==> src/rtl/direction_queue.sv <==
// direction_queue
//   Merges four debounced direction buttons and decoded bluetooth command
//   bytes into a single registered heading for the snake datapath. Null and
//   180-degree turns are filtered, and up to FIFO_DEPTH pending turns are
//   buffered. One turn is released per snake step.
//
// Ports
//   clk, rst              system clock, async active-high reset
//   right/down/left/up    raw buttons, asynchronous to clk
//   bt_data, bt_valid     received bluetooth byte + one-cycle strobe
//   step_tick             one-cycle strobe per snake move (pops a turn)
//   game_active           high while in GAME; low flushes and forces INIT_DIR
//   dir                   current heading (00 right, 01 down, 10 left, 11 up)
//   pending               queued-turn count, 0..FIFO_DEPTH
//   overflow              one-cycle pulse after a valid turn hit a full queue

// Per-button synchroniser + debouncer. press pulses for one cycle, registered
// at the same edge the stable level rises.
module dq_debounce #(
  parameter int CYCLES = 1000000
) (
  input  logic clk,
  input  logic rst,
  input  logic raw,
  output logic press
);
  localparam int CW = $clog2(CYCLES + 1);

  logic          sync0, sync1, stable;
  logic [CW-1:0] cnt;

  always_ff @(posedge clk or posedge rst) begin
    if (rst) begin
      sync0  <= 1'b0;
      sync1  <= 1'b0;
      stable <= 1'b0;
      cnt    <= '0;
      press  <= 1'b0;
    end else begin
      sync0 <= raw;
      sync1 <= sync0;
      press <= 1'b0;
      if (sync1 == stable) begin
        cnt <= '0;
      end else if (cnt == CW'(CYCLES - 1)) begin
        // this edge is the CYCLES-th consecutive differing sample
        cnt    <= '0;
        stable <= sync1;
        press  <= sync1;   // only the 0->1 transition is an event
      end else begin
        cnt <= cnt + 1'b1;
      end
    end
  end
endmodule

module direction_queue #(
  parameter int         DEBOUNCE_CYCLES = 1000000,
  parameter int         FIFO_DEPTH      = 4,
  parameter logic [1:0] INIT_DIR        = 2'b00
) (
  input  logic                          clk,
  input  logic                          rst,
  input  logic                          right,
  input  logic                          down,
  input  logic                          left,
  input  logic                          up,
  input  logic [7:0]                    bt_data,
  input  logic                          bt_valid,
  input  logic                          step_tick,
  input  logic                          game_active,
  output logic [1:0]                    dir,
  output logic [$clog2(FIFO_DEPTH):0]   pending,
  output logic                          overflow
);
  localparam int AW = $clog2(FIFO_DEPTH);
  localparam logic [AW:0] DEPTH = (AW+1)'(FIFO_DEPTH);

  // Button index equals its direction code, so lowest index = highest priority.
  logic [3:0] raw_btn;
  logic [3:0] btn_press;
  assign raw_btn = {up, left, down, right};

  for (genvar i = 0; i < 4; i++) begin : g_btn
    dq_debounce #(.CYCLES(DEBOUNCE_CYCLES)) u_db (
      .clk   (clk),
      .rst   (rst),
      .raw   (raw_btn[i]),
      .press (btn_press[i])
    );
  end

  // Bluetooth command decode
  logic       bt_hit;
  logic [1:0] bt_dir;
  always_comb begin
    bt_hit = 1'b0;
    bt_dir = 2'b00;
    if (bt_valid) begin
      case (bt_data)
        8'h4B:   begin bt_hit = 1'b1; bt_dir = 2'b00; end
        8'h4A:   begin bt_hit = 1'b1; bt_dir = 2'b01; end
        8'h48:   begin bt_hit = 1'b1; bt_dir = 2'b10; end
        8'h55:   begin bt_hit = 1'b1; bt_dir = 2'b11; end
        default: ;
      endcase
    end
  end

  // Arbitration: scan downwards so the lowest-index button overrides.
  logic       ev;
  logic [1:0] cand;
  always_comb begin
    ev   = (|btn_press) | bt_hit;
    cand = bt_dir;
    for (int i = 3; i >= 0; i--)
      if (btn_press[i]) cand = 2'(i);
  end

  // Queue storage
  logic [1:0]    mem [FIFO_DEPTH];
  logic [AW-1:0] rd_ptr, wr_ptr;
  logic [1:0]    tail;
  logic          accept, full, pop, push, ovf_next;

  // Filter against the heading the snake will have once everything queued
  // has been applied.
  assign tail     = (pending != '0) ? mem[wr_ptr - 1'b1] : dir;
  assign accept   = game_active && ev && (cand != tail) && (cand != (tail ^ 2'b10));
  assign full     = (pending == DEPTH);
  assign pop      = game_active && step_tick && (pending != '0);
  // A pop frees the slot this edge, so a full queue still takes a push then.
  assign push     = accept && (!full || pop);
  assign ovf_next = accept && full && !pop;

  always_ff @(posedge clk or posedge rst) begin
    if (rst) begin
      dir      <= INIT_DIR;
      pending  <= '0;
      rd_ptr   <= '0;
      wr_ptr   <= '0;
      overflow <= 1'b0;
    end else if (!game_active) begin
      dir      <= INIT_DIR;
      pending  <= '0;
      rd_ptr   <= '0;
      wr_ptr   <= '0;
      overflow <= 1'b0;
    end else begin
      overflow <= ovf_next;
      if (push) wr_ptr <= wr_ptr + 1'b1;
      if (pop) begin
        dir    <= mem[rd_ptr];   // pre-existing head, even if full and overwritten
        rd_ptr <= rd_ptr + 1'b1;
      end
      case ({push, pop})
        2'b10:   pending <= pending + 1'b1;
        2'b01:   pending <= pending - 1'b1;
        default: ;
      endcase
    end
  end

  // Storage needs no reset; occupancy is tracked by pending.
  always_ff @(posedge clk) begin
    if (push) mem[wr_ptr] <= cand;
  end
endmodule

==> config.mk <==
export PLATFORM = sky130hd
export DESIGN_NAME = direction_queue
export DESIGN_NICKNAME = d
export VERILOG_FILES = /design/src/rtl/direction_queue.sv
export SDC_FILE = /design/constraint.sdc
export NUM_CORES = 1
export LEC_CHECK = 0
export CAP_MARGIN = 20
export CORE_UTILIZATION = 65
export DETAILED_ROUTE_END_ITERATION = 10
export GPL_TIMING_DRIVEN = 0
export PLACE_DENSITY = 0.85
export SLEW_MARGIN = 20
export SYNTH_ARGS = -nofsm -noshare
export SYNTH_HDL_FRONTEND = slang
export SYNTH_SLANG_ARGS = --single-unit
==> constraint.sdc <==
create_clock -name clk -period 9.55 [get_ports clk]
set_input_delay 1.4325 -clock clk [delete_from_list [all_inputs] [get_ports clk]]
set_output_delay 1.4325 -clock clk [all_outputs]
set_load 0.05 [all_outputs]
After elaboration in Yosys (flattened, before gate mapping):

Memory sizes are Yosys's and may differ from the RTL's.
Index checks and enable logic that the tools add are counted.

* input bits: 17
* bits in latches: 0
* memory bits (writable): 8
* output and inout bits: 6
* logic and storage cells: 115
* memory bits (read-only): 0
* flip-flop bits (word level): 106
* memories: 1

Memory list
* mem: words 4, width 2, rd ports 2, clocked after Yosys merged registers in 0, write ports 1, line 121 `logic [1:0] mem [FIFO_DEPTH];`

* eq/ne operators: 20
* reduce and logical (&&, ||, !) cells: 18
* divide/modulo/power cells: 0
* muxes and demuxes: 36
* $mul: 0
* $lt $le $gt $ge: 0
* shifts and indexed selects: 0
* $add $sub $neg: 9
* bitwise gates (word level): 6

Operators with widths (number)
* 20-bit 2-to-1 mux: 8
* 20-bit by 1-bit adder with 20-bit output (second input constant): 4
* 20-bit equality test (second input constant): 4
* 8-bit by 7-bit equality test with 1-bit output (second input constant): 4
* 2-bit 2-to-1 mux: 12
* 1-bit 2-to-1 mux: 13
* 1-bit logical AND: 8
* 2-bit AND reduction: 4
* 4-bit OR reduction: 2
* 2-bit case mux with 3 select lines: 1
* 3-bit case mux with 2 select lines: 1
* 1-bit NOT: 5
* 2-bit by 1-bit adder with 2-bit output (second input constant): 2
* 1-bit equality test: 4
* 2-bit by 1-bit != test with 1-bit output (second input constant): 2
* 2-bit != test: 2
* 3-bit by 1-bit adder with 3-bit output (second input constant): 1
* 3-bit equality test (second input constant): 1
* 3-bit 2-to-1 mux: 1
* 3-bit by 1-bit != test with 1-bit output (second input constant): 1
* 3-bit nonzero test: 1
* 3-bit by 1-bit subtractor with 3-bit output (second input constant): 1
* 2-bit by 1-bit equality test with 1-bit output (second input constant): 1
* 2-bit equality test (second input constant): 1
* 4 further kinds: 5

Depth between registers and ports, before layout:

* depth in word-level cells: 14
* gate-level depth with buffers: 9
* depth with buffers taken out: 9

Cells and area by module:

A second synthesis with hierarchy kept.

* cells, all modules: 539
* area, all modules: 5944.5 um2

By module, submodules not included
* dq_debounce: area an instance 1188.6 um2, times used 4, cells each 108
* direction_queue: area an instance 1189.9 um2, times used 1, cells each 107

Least setup slack after synthesis:

Ideal clock, no wire load.

* path type: input to register
* start point: input bt_data[7]
* end point: register pending[2]
* arrival: 3494 ps
* required time: 9476 ps
* slack: 5982 ps
* setup time: 74 ps
* stages: 8
* path buffers: 0
* cells stage by stage: nand4bb_1 -> or3_1 -> o22ai_2 -> xor2_2 -> o21ai_2 -> fa_1 -> mux4_2 -> o21ai_2

* word-level cells in the longest chain between the ends: 14

RTL lines
* start: declaration: line 68 `input logic [7:0] bt_data,`
* 8-bit by 7-bit equality test with 1-bit output: line 100 `case (bt_data)`
* 2-bit case mux with 3 select lines (*): line 100
* 2-bit 2-to-1 mux (*): line 99 `if (bt_valid) begin`
* 2-bit 2-to-1 mux (*) (4 in series): line 117 `if (btn_press[i]) cand = 2'(i);`
* net cand[0]: line 112 `logic [1:0] cand;`
* 2-bit != test: line 129 `assign accept = game_active && ev && (cand != tail) && (cand != (tail ^ 2'b10));`
* 1-bit logical AND: line 129
* 1-bit logical AND (*): line 129
* 1-bit logical AND (*): line 133 `assign push = accept && (!full || pop);`
* 2-bit by 1-bit equality test with 1-bit output or 2-bit equality test (tied branches): line 156 `case ({push, pop})`
* 3-bit case mux with 2 select lines: line 156
* 3-bit 2-to-1 mux: line 143 `end else if (!game_active) begin`
* end signal: assignment: line 157 `2'b10: pending <= pending + 1'b1;`
* end signal: assignment: line 158 `2'b01: pending <= pending - 1'b1;`
* end: declaration: line 73 `output logic [$clog2(FIFO_DEPTH):0] pending,`

The timed path passes the listed nets; every way through them passes the cells marked *.
A chain may end at the register's enable or synchronous reset.

Final worst setup path:

Ends and elaborated chain as after synthesis.

==> metrics.md <==
| Metric | Value |
|---|---|
| Critical-path cell list | clkdlybuf4s50_1, nand4bb_1, or3_1, o22ai_2, xor2_2, o21ai_2, fa_1, mux4_2, o21ai_2 |
| Sw frac | 20.2% |
| Worst Path Arrival | 4210 ps |
| Mapped cell area | 0.00535 mm2 |
| Slew Limit Headroom | 51.8% |
| Req. time, crit path | 10000 ps |
| YS warnings | 0 |
| CP Class | in2reg |
| Syn nets | 530 |
| Die Ht | 92.7 um |
| Worst setup EP type | register |
| Status | finished clean |
| Setup slack after layout | 5790 ps |
| Clock root buffer | clkbuf_8 |
| Hold Vio Cnt, Final | 0 |
| Htree depth | 4 |
| PwrDens | 180 mW/mm2 |
| Drt drc | 0 |
| Total Routing Usage GR | 27.8% |
| Setup Skew | 7.82 ps |
| Pleak | 2.76 nW |
| Placeable Area | 0.00785 mm2 |
| Worst Max-Slew Pin Slew | 717 ps |
| Clock sinks | 114 |
| Finished Core Util | 80.1% |
| TNS Setup | 0 ps |
| # setup viols final | 0 |
| HPWL after DPL | 6580 um |
| Final Max Tran Viols | 0 |
| Clk pwr share | 52.8% |
| Synth cell types | 42 |
| DR vias | 3795 |
| Layout Nets | 571 |
| Crit path buf inv count | 1 |
| Share of layout cells above drive strength 1 | 7.89% |
| Cell Rows | 32 |
| Tmin final | 3760 ps |
| Die Area | 0.00860 mm2 |
| First-pass iteration count of the detailed router | 4 |
| Die X | 92.7 um |
| Power after layout | 1.13 mW |
| RD Place Congestion | 0.817 |
| Switch Pwr | 0.229 mW |
| Post-place setup slack | 5270 ps |
| Type of origin of the critical path | input port |
| First-pass GRT wire length | 18300 um |
| Sequential share of power | 44.0% |
| Initial antenna violation count | 0 |
| Critical path fanouts, max | 6 |
| Vias in the first global route | 3991 |
| Routed wire length | 10500 um |
| Reg-to-reg setup timing slack | 6580 ps |
| Syn avg cell area | 10.6 um2 |
| MaxCap Viol Count | 0 |
| CTS tree | yes |
| Post-CTS Resized | 0 |
| Total grt overflow | 0 |
| Max stage delay on crit path | 450 ps |
| Crit path max-delay family | simple AND/OR/NAND/NOR gates |
| Combinational share of power | 3.2% |
| CTS max path bufs | 2 |
| Crit share post-route | 39.4% |
| Hold Buf Count CTS | 0 |
| RSZ-0062 raised after global routing | false |
| Largest net degree at the start of global routing | 84 |
| Yosys reg bits | 114 |
| Worst VDD drop | 0.132 mV |
| # port buffers | 21 |
| Sequential-to-total area share from yosys stat | 54.0% |
| Worst hold path class | reg2reg |
| Post-CTS Setup Bufs | 0 |
| Initial Utilization | 68.2% |
| Post-Syn Instances | 504 |
| CTS buffer count | 17 |
| Clk pin slew, worst setup/hold paths | 60 ps |
| Diode count | 0 |
| Detail Route Antenna Nets | 0 |
| Worst hold slack | 346 ps |
| WL/cell | 16.0 um |
| Synthesis-to-layout area growth | 17.5% |
| Vias per inst | 5.75 |
| I/O pin count | 23 |
| Initial DRC Count | 225 |
| Int Power | 0.905 mW |
| CP max stage cell | mux4_2 |
| Worst skew pair latency | 520 ps |
| Max Clk Rate | 266 MHz |
| Most frequent CP cell | o21ai_2 |
per-stage QoR:
step | cell area, um2 | instances
global route | 6290 | 660
floorplan | 5350 | 504
finish | 6290 | 660
detailed placement | 5720 | 628
CTS | 6290 | 660
global placement | 5690 | 627
cells in the mapped netlist:
master	count	area share [%]
nor2_1	91	6.4
buf_1	1	0.070
o22ai_1	1	0.12
nand2_1	38	2.7
nor4_1	8	0.94
nor3_1	8	0.75
and3_1	24	2.8
and4_1	6	0.98
and2_2	2	0.28
clkbuf_1	7	0.49
nor3b_1	7	0.98
o211ai_1	1	0.14
a22oi_1	1	0.14
nor2b_1	4	0.47
ha_1	8	1.9
dfrtp_1	106	50
edfxtp_1	8	4.5
fa_1	1	0.37
and2_1	7	0.82
clkbuf_8	1	0.26
and4b_1	3	0.56
nand3_1	40	3.7
nor4b_1	4	0.65
o21ai_2	2	0.33
nor4b_2	1	0.28
xor2_1	55	9.0
o22ai_2	1	0.23
or3_1	1	0.12
nand4_1	8	0.94
o21ai_0	3	0.28
nand4bb_1	1	0.21
and3b_1	1	0.16
mux2i_1	3	0.56
nand2b_1	1	0.12
inv_1	10	0.70
xnor2_1	24	3.9
nand3b_1	2	0.28
a21oi_1	4	0.37
xor2_2	1	0.30
mux4_2	4	1.7
mux2_2	4	0.84
o31ai_1	1	0.14
cell usage in the layout (no fill, tap or decap), types with 9 or more instances in the layout:
cell / n
dfrtp_1: 106
nor2_1: 91
clkbuf_1: 13
clkdlybuf4s50_1: 21
and3_1: 24
inv_1: 9
nand3_1: 40
xnor2_1: 24
nand2_1: 38
clkbuf_16: 16
xor2_1: 55
area by class of cell:
type                       instances  area [um2]
timing repair buffer              22         238
tap                              102         128
multi-input combinational        371        2380
buffer                             9        43.8
clock buffer                      27         492
fill                             464        1560
clock inverter                     5        75.1
inverter                          10        42.5
sequential                       114        2890
sequential cells by signal (all words and copies together), names as in the netlist:
| register | flops |
|---|---|
| g_btn.u_db.sync1 | 4 |
| overflow | 1 |
| rd_ptr | 2 |
| g_btn.u_db.cnt | 80 |
| g_btn.u_db.stable | 4 |
| mem | 8 |
| pending | 3 |
| g_btn.u_db.sync0 | 4 |
| dir | 2 |
| wr_ptr | 2 |
| g_btn.u_db.press | 4 |
routing by layer:
| layer | wire length, um | vias to the layer above | track usage, % |
|---|---|---|---|
| met3 | 473 | 32 | 7.22 |
| met1 | 4390 | 1875 | 34.0 |
| met2 | 5430 | 92 | 47.5 |
| met5 | 0 | - | 0 |
| met4 | 237 | 0 | 10.8 |
| li1 | - | 1796 | - |
cells by family (layout without fill, tap and decap cells):
| kind of cell | Yosys count | in the layout | share of synthesized area, % |
|---|---|---|---|
| DFF | 114 | 114 | 54.0 |
| muxes | 11 | 11 | 3.09 |
| and+or+nand+nor | 257 | 257 | 24.1 |
| AOI/OAI and AO/OA | 14 | 14 | 1.75 |
| adders and majority gates | 9 | 9 | 2.24 |
| xor gates and xnor gates | 80 | 80 | 13.2 |
| buffers and inverters | 19 | 73 | 1.52 |
path summary, 6_finish.rpt:
check,from,end,cells after the start
min in group asynchronous,rst,g_btn[1].u_db.cnt[13]$_DFF_PP0_,2
worst max-delay path,bt_data[7],pending[2]$_DFFE_PP0P_,9
worst max register to register,wr_ptr[0]$_DFFE_PP0P_,pending[2]$_DFFE_PP0P_,9
max in group asynchronous,rst,g_btn[3].u_db.cnt[11]$_DFF_PP0_,3
worst min register to register,g_btn[1].u_db.sync0$_DFF_PP0_,g_btn[1].u_db.sync1$_DFF_PP0_,0
worst min-delay path,g_btn[1].u_db.sync0$_DFF_PP0_,g_btn[1].u_db.sync1$_DFF_PP0_,0
power groups by stage:
| stage | registers (mW) | clock network, mW | logic [mW] |
|---|---|---|---|
| 2_1_floorplan | 0.506 | 0 | 0.0208 |
| 3_3_place_gp | 0.507 | 0 | 0.0331 |
| 3_5_place_dp | 0.507 | 0 | 0.0360 |
| 4_1_cts | 0.499 | 0.606 | 0.0370 |
| 5_1_grt | 0.499 | 0.634 | 0.0410 |
| 6_report | 0.499 | 0.599 | 0.0361 |
(Power assumes the default switching activity.)
